--- config.mk ---
export PLATFORM = sky130hd
export DESIGN_NAME = seg7_udcounter
export DESIGN_NICKNAME = d
export VERILOG_FILES = /design/src/rtl/seg7_udcounter.sv
export SDC_FILE = /design/constraint.sdc
export NUM_CORES = 1
export LEC_CHECK = 0
export BUFFER_PORTS_ARGS = -buffer_cell sky130_fd_sc_hd__buf_2
export CAP_MARGIN = 10
export CELL_PAD_IN_SITES_DETAIL_PLACEMENT = 1
export CELL_PAD_IN_SITES_GLOBAL_PLACEMENT = 1
export CORE_MARGIN = 4
export CORE_UTILIZATION = 37
export CTS_CLUSTER_DIAMETER = 120
export DETAILED_ROUTE_END_ITERATION = 12
export PLACE_DENSITY_LB_ADDON = 0.1
export REMOVE_ABC_BUFFERS = 1
export SLEW_MARGIN = 20
export SYNTH_ARGS = -nofsm -noshare
export SYNTH_HDL_FRONTEND = slang
export SYNTH_SLANG_ARGS = --single-unit
--- constraint.sdc ---
create_clock -name CLOCK_50 -period 3.3 [get_ports CLOCK_50]
set_input_delay 0.99 -clock CLOCK_50 [delete_from_list [all_inputs] [get_ports CLOCK_50]]
set_output_delay 0.99 -clock CLOCK_50 [all_outputs]
set_load 0.1 [all_outputs]
--- src/rtl/seg7_udcounter.sv ---
// Multi-digit hex/BCD up/down counter with per-digit carry/borrow and registered 7-segment outputs.
// Optional leading-zero blanking is enabled by defining SEG7_UDCOUNTER_LZB_EN.
module seg7_udcounter #(
  parameter int DIGITS         = 4,
  parameter int DECIMAL        = 0,
  parameter int SEG_ACTIVE_LOW = 1
) (
  input  logic                  CLOCK_50,
  input  logic                  reset,
  input  logic                  up,
  input  logic                  down,
  input  logic                  clr,
  input  logic                  load,
  input  logic [4*DIGITS-1:0]   load_val,
  output logic [4*DIGITS-1:0]   count,
  output logic [7*DIGITS-1:0]   hex,
  output logic                  wrap_up,
  output logic                  wrap_dn
);

  localparam logic [3:0] DMAX = (DECIMAL != 0) ? 4'd9 : 4'd15;

  function automatic logic [6:0] glyph(input logic [3:0] v);
    logic [6:0] g;
    case (v)
      4'h0: g = 7'b1000000;
      4'h1: g = 7'b1111001;
      4'h2: g = 7'b0100100;
      4'h3: g = 7'b0110000;
      4'h4: g = 7'b0011001;
      4'h5: g = 7'b0010010;
      4'h6: g = 7'b0000010;
      4'h7: g = 7'b1011000;
      4'h8: g = 7'b0000000;
      4'h9: g = 7'b0010000;
      4'hA: g = 7'b0001000;
      4'hB: g = 7'b0000011;
      4'hC: g = 7'b1000110;
      4'hD: g = 7'b0100001;
      4'hE: g = 7'b0000110;
      default: g = 7'b0001110;
    endcase
    if (SEG_ACTIVE_LOW == 0) g = ~g;
    return g;
  endfunction

`ifdef SEG7_UDCOUNTER_LZB_EN
  function automatic logic [6:0] blank_seg();
    return (SEG_ACTIVE_LOW != 0) ? 7'b1111111 : 7'b0000000;
  endfunction
`endif

  // Saturates out-of-range BCD nibbles; identity in hex mode.
  function automatic logic [3:0] clamp_digit(input logic [3:0] v);
    if (DECIMAL != 0 && v > 4'd9) return 4'd9;
    return v;
  endfunction

  function automatic logic [7*DIGITS-1:0] decode_all(input logic [4*DIGITS-1:0] c);
    logic [7*DIGITS-1:0] s;
`ifdef SEG7_UDCOUNTER_LZB_EN
    logic zero_above;
    zero_above = 1'b1;
`endif
    s = '0;
    for (int i = DIGITS - 1; i >= 0; i--) begin
      s[7*i +: 7] = glyph(c[4*i +: 4]);
`ifdef SEG7_UDCOUNTER_LZB_EN
      zero_above = zero_above && (c[4*i +: 4] == 4'd0);
      if (i > 0 && zero_above) s[7*i +: 7] = blank_seg();
`endif
    end
    return s;
  endfunction

  logic [4*DIGITS-1:0] count_p0;
  logic                wrap_up_p0;
  logic                wrap_dn_p0;
  logic                chain;
  logic [3:0]          dig;
  logic                inc;
  logic                dec;

  assign inc = up & ~down;
  assign dec = down & ~up;

  // Stage p0: command decode and combinational carry/borrow chain
  always_comb begin
    count_p0   = count;
    wrap_up_p0 = 1'b0;
    wrap_dn_p0 = 1'b0;
    chain      = 1'b0;
    dig        = 4'd0;
    if (clr) begin
      count_p0 = '0;
    end else if (load) begin
      for (int i = 0; i < DIGITS; i++)
        count_p0[4*i +: 4] = clamp_digit(load_val[4*i +: 4]);
    end else if (inc) begin
      chain = 1'b1;
      for (int i = 0; i < DIGITS; i++) begin
        dig = count[4*i +: 4];
        if (chain) begin
          if (dig >= DMAX) begin
            count_p0[4*i +: 4] = 4'd0;
          end else begin
            count_p0[4*i +: 4] = dig + 4'd1;
            chain = 1'b0;
          end
        end
      end
      wrap_up_p0 = chain;
    end else if (dec) begin
      chain = 1'b1;
      for (int i = 0; i < DIGITS; i++) begin
        dig = count[4*i +: 4];
        if (chain) begin
          if (dig == 4'd0) begin
            count_p0[4*i +: 4] = DMAX;
          end else begin
            count_p0[4*i +: 4] = dig - 4'd1;
            chain = 1'b0;
          end
        end
      end
      wrap_dn_p0 = chain;
    end
  end

  // Stage p1: count, flags and segments registered together from the next-state count
  always_ff @(posedge CLOCK_50) begin
    if (reset) begin
      count   <= '0;
      hex     <= decode_all('0);
      wrap_up <= 1'b0;
      wrap_dn <= 1'b0;
    end else begin
      count   <= count_p0;
      hex     <= decode_all(count_p0);
      wrap_up <= wrap_up_p0;
      wrap_dn <= wrap_dn_p0;
    end
  end

endmodule

# After elaboration in Yosys (flattened, before gate mapping)
# Memory sizes are Yosys's and may differ from the RTL's. A register that Yosys moved wholly into a read port is not among the register bits.
# Cells that the tools add are included.
dict set report totals {
  out_inout_bits 46
  rom_bits 448
  register_bits 18
  input_bits 22
  mem_count 4
  word_cells 84
}
dict set report op_classes {
  n_bitwise 8
  n_mux 51
  n_addsub 8
  magnitude_cmp 4
  reduce_logical 6
}
# memory depth word_bits rd rd_clocked_by_memory_dff write_ports line
set mem_list {}
lappend mem_list {{(no name shown)} 16 7 1 1 0 25} ;# case (v)
lappend mem_list {{(no name shown)} 16 7 1 1 0 25}
lappend mem_list {{(no name shown)} 16 7 1 1 0 25}
lappend mem_list {{(no name shown)} 16 7 1 1 0 25}
# operator n
set op_table {}
lappend op_table {{16-bit two-way mux} 4}
lappend op_table {{4-bit two-way mux} 14}
lappend op_table {{1-bit two-way mux} 33}
lappend op_table {{4-bit by 1-bit adder with 4-bit output, second input constant} 4}
lappend op_table {{4-bit >= comparator, second input constant} 4}
lappend op_table {{4-bit logical NOT} 4}
lappend op_table {{4-bit by 1-bit subtractor with 4-bit output, second input constant} 4}
lappend op_table {{1-bit inverter} 6}
lappend op_table {{6-bit OR reduction} 1}
lappend op_table {{5-bit OR reduction} 1}
lappend op_table {{1-bit AND} 2}

# Logic depth before layout (Yosys ltp)
dict set report depth {
  depth_word 21
  mapped_depth 14
}

# Least setup slack after synthesis
# OpenSTA, ideal clock, no wires.
dict set report synth_path {
  path_kind {reg2reg}
  startpoint {register count[0]}
  endpoint {register hex[25]}
  arrival_ns 3.636
  slack_ns -0.423
  n_path_buf 2
  setup_ns 0.087
  path_stages_with_launch 14
  synth_period_minus_slack_ns 3.723
  path_cell_list {dfxtp_1 inv_1 ha_1 and3b_1 clkbuf_1 and3_1 clkbuf_1 a221oi_1 a311oi_1 a21oi_1 inv_1 ha_1 or4b_2 o31ai_1}
}
dict set report synth_between {
  elab_chain_len 21
  word_cells_on_any_way 35
  classes_between {1 x order compare; 33 x mux; 1 x reduce/logical}
}
# element line
set synth_rtl {}
lappend synth_rtl {{start, declared} 15} ;# output logic [4*DIGITS-1:0] count,
lappend synth_rtl {{start signal, assigned} 138} ;# count <= count_p0;
lappend synth_rtl {{4-bit logical NOT} 118} ;# if (dig == 4'd0) begin
lappend synth_rtl {{1-bit two-way mux} 118}
lappend synth_rtl {{1-bit two-way mux} 113} ;# end else if (dec) begin
lappend synth_rtl {{1-bit two-way mux} 99} ;# end else if (inc) begin
lappend synth_rtl {{1-bit two-way mux} 96} ;# end else if (load) begin
lappend synth_rtl {{1-bit two-way mux} 94} ;# if (clr) begin
lappend synth_rtl {{1-bit two-way mux} 117} ;# if (chain) begin
lappend synth_rtl {{1-bit two-way mux} 113}
lappend synth_rtl {{[5 not listed]} n/a}
lappend synth_rtl {{1-bit two-way mux} 99}
lappend synth_rtl {{1-bit two-way mux} 96}
lappend synth_rtl {{1-bit two-way mux} 94}
lappend synth_rtl {{4-bit two-way mux} 117}
lappend synth_rtl {{16-bit two-way mux} 113}
lappend synth_rtl {{16-bit two-way mux *} 99}
lappend synth_rtl {{16-bit two-way mux *} 96}
lappend synth_rtl {{16-bit two-way mux *} 94}
lappend synth_rtl {{end, declared} 16} ;# output logic [7*DIGITS-1:0] hex,
# Mark *: on every way between the ends. The rest lies on a longest branch, timed or not. The select of a mux whose other input is x is not followed.
# A chain may end at the register's enable or synchronous reset.

# Final worst setup path
# Same ends and word-level chain as after synthesis.

==> run summary <==
Worst hold margin -> 0.691 ns
Post-synthesis cell area -> 3280 um2
Sw Ratio -> 0.439
Worst Reg-to-Reg Cells -> 10
Core area -> 8680 um2
Post-CTS Setup Bufs -> 0
Critical path, cell by cell -> ha_1 -> and3_1 -> nand4_1 -> a221oi_1 -> a311oi_1 -> a21oi_1 -> inv_1 -> ha_1 -> or4b_2 -> o31ai_1
Final setup viols -> 0
Hold Crit Depth -> 2
Buffers on Ports -> 67
Worst vdd ir -> 216 uV
First-pass DRT Iterations -> 4
Post-Place Cell Area -> 3870 um2
Seq pwr share -> 0.378
Largest net degree at the start of global routing -> 28
Critical path's largest stage delay -> 0.66 ns
CTS clock-pin slew for the worst setup and hold paths -> 0.10 ns
Vias in the first global route -> 3,260
Via Count -> 3,308
Root Buffer -> clkbuf_8
M3 GR Usage -> 0.0307
Critical path fanouts, max -> 8
Area Growth Syn to Fin -> 20.8%
Met1 Use GR -> 0.261
WS Path Type -> reg2reg
PwrDens -> 410 nW/um2
Buf+Inv Stages, Crit Path -> 1
Commonest non-fill, non-tap cell in the layout -> buf_2
Worst endpoint data arrival time -> 3.34 ns
Clock Sinks -> 46
RSZ-0062 raised after global routing -> no
Design Power -> 0.00162 W
Post-synth ARST share -> 0
Post-Synthesis Mean Instance Area -> 7.92 um2
Detailed Route WL -> 10.2 mm
Vias/cell -> 5.52
CTS H-tree lvls -> 2
Highest clock rate -> 322 MHz
Routed length per instance -> 17.0 um
Top_reg_cell synth -> dfxtp_1
I/O pin count -> 68
Register area share after synthesis -> 0.281
CP most frequent cell -> ha_1
DRC Markers -> 0
Initial core utilization -> 0.378
Critical path's top delay family -> simple AND/OR/NAND/NOR gates
Nets -> 541
Crit. Startpoint -> count[0]
Cts hold-fix bufs -> 0
MaxCap Viol Count -> 0
Power Internal -> 0.000910 W
Slowest library cell on the worst path -> or4b_2
Path category of the worst min-delay check -> reg2reg
CTS tree -> built
Synth Instances -> 414
CTS buffer count -> 5
CP Capture Type -> flop
Initial antenna violation count -> 0
Share of total power in the clock network -> 0.231
Slew @ Worst Pin -> 0.715 ns
Post-route cell area -> 3960 um2
Die H -> 102 um
GPL Wtd Cong -> 0.846
GR Util All Layers -> 0.198
Critical path depth in cells -> 10
Detailed Place HPWL -> 7.74 mm
Commonest non-fill, non-tap cells in the layout -> 67 x buf_2, 46 x dfxtp_1, 45 x nor2_1
Cell variety after synth -> 67
Status -> complete, no violations
Met2 global-route usage -> 0.344
Worst R2R Start -> count[0]
Post-synthesis register bit count -> 46
Hold wc startpoint -> count[11]
Final ANT Viol Nets -> 0
Slew Viols, Final -> 0
Switch Pwr -> 0.000712 W
Diode count -> 0
Post-synth EDFFs -> 0
WP data required -> 3.53 ns
Worst setup SP type -> flop
Worst relative slew slack -> 0.519
Synth warnings -> 0
Proportion of layout cells with a drive suffix above 1 -> 0.253
Clk Latency, worst-skew pair -> 0.32 ns
Most Crowded Layer GR -> met2
Combinational share of power -> 0.391
Die span in x -> 102 um
Clock skew -> 0.0122 ns
GRT Residual Overflow -> 0
Max Root-Sink Buffers -> 2
Period utilisation layout -> 0.942
Clock period minus worst slack -> 3.11 ns
First-pass GRT wire length -> 16.6 mm
Hold Vio Cnt, Final -> 0
Core Rows -> 34
Leakage power -> 1.80 nW
Die area -> 10,400 um2
Resized cells post-CTS -> 0
Drt initial violations -> 74
==> final timing paths <==
check,end,slack (ns)
worst min-delay path,wrap_up,0.69
worst min register to register,wrap_up,0.69
worst max register to register,hex[25],0.19
worst max-delay path,hex[25],0.19
==> state kept, by name (all words and copies together) (netlist names) <==
signal,count
hex,28
count,16
wrap_dn,1
wrap_up,1
==> logic make-up (layout without fill, tap and decap cells) <==
kind of cell,count (synthesis),after routing,synth area share
adder cells (fa/ha/maj),29,29,0.111
buffers and inverters,60,137,0.0729
flip-flops,46,46,0.281
XOR/XNOR,1,1,0.00267
AND/OR/NAND/NOR,159,159,0.267
multiplexers,14,14,0.0447
AO/OA/AOI/OAI,105,105,0.221
==> power groups by stage <==
stage	Clock [W]	Combinational, W	Sequential [W]
detailed placement	0	0.000634	0.000626
finish	0.000374	0.000635	0.000614
CTS	0.000393	0.000637	0.000614
floorplan	0	0.000210	0.000882
global route	0.000412	0.000681	0.000618
global placement	0	0.000626	0.000626
==> per-stage QoR <==
step / TNS [ns] / setup slack, ns / util / std cells
global route: 0 / 0.132 / 0.456 / 599
global placement: 0 / 0.110 / 0.446 / 591
finish: 0 / 0.191 / 0.456 / 599
detailed placement: 0 / 0.0200 / 0.446 / 591
CTS: 0 / 0.321 / 0.456 / 599
floorplan: -2.60 / -0.328 / - / 383
==> worst reg2reg max path, delay by kind of cell (launching register included) <==
kind	cells	cell delay [ns]
and+or+nand+nor	3	1.15
AOI/OAI and AO/OA	4	0.74
adders and majority gates	2	0.53
DFF	1	0.50
buffers and inverters	1	0.10
==> final cells by class <==
| type | count | area, um2 |
|---|---|---|
| Multi-Input combinational cell | 308 | 2120 |
| Clock inverter | 3 | 23.8 |
| Sequential cell | 46 | 921 |
| Tap cell | 108 | 135 |
| Inverter | 29 | 109 |
| Fill cell | 1105 | 4720 |
| Clock buffer | 5 | 68.8 |
| Timing Repair Buffer | 100 | 583 |
==> Yosys cell counts, types with 9 or more instances <==
cell      number  area (um2)
dfxtp_1       46         921
nor2_1        45         169
ha_1          29         363
inv_1         29         109
clkbuf_1      24        90.1
a21oi_1       20         100
nand2_1       18        67.6
o21ai_0       14        70.1
nand3_1       12        60.1
a211oi_1      11        82.6
nor3_1        10        50.1
a31oi_1        9        56.3
mux2i_1        9        90.1
==> metal layers <==
layer | up-vias | part of all wire | routed length [um]
met1 | 1590 | 0.46 | 4660
met4 | 0 | 0.0064 | 65
met5 | - | 0 | 0
met2 | 63 | 0.49 | 4990
met3 | 5 | 0.044 | 445
li1 | 1650 | - | -
(Power assumes the default switching activity.)
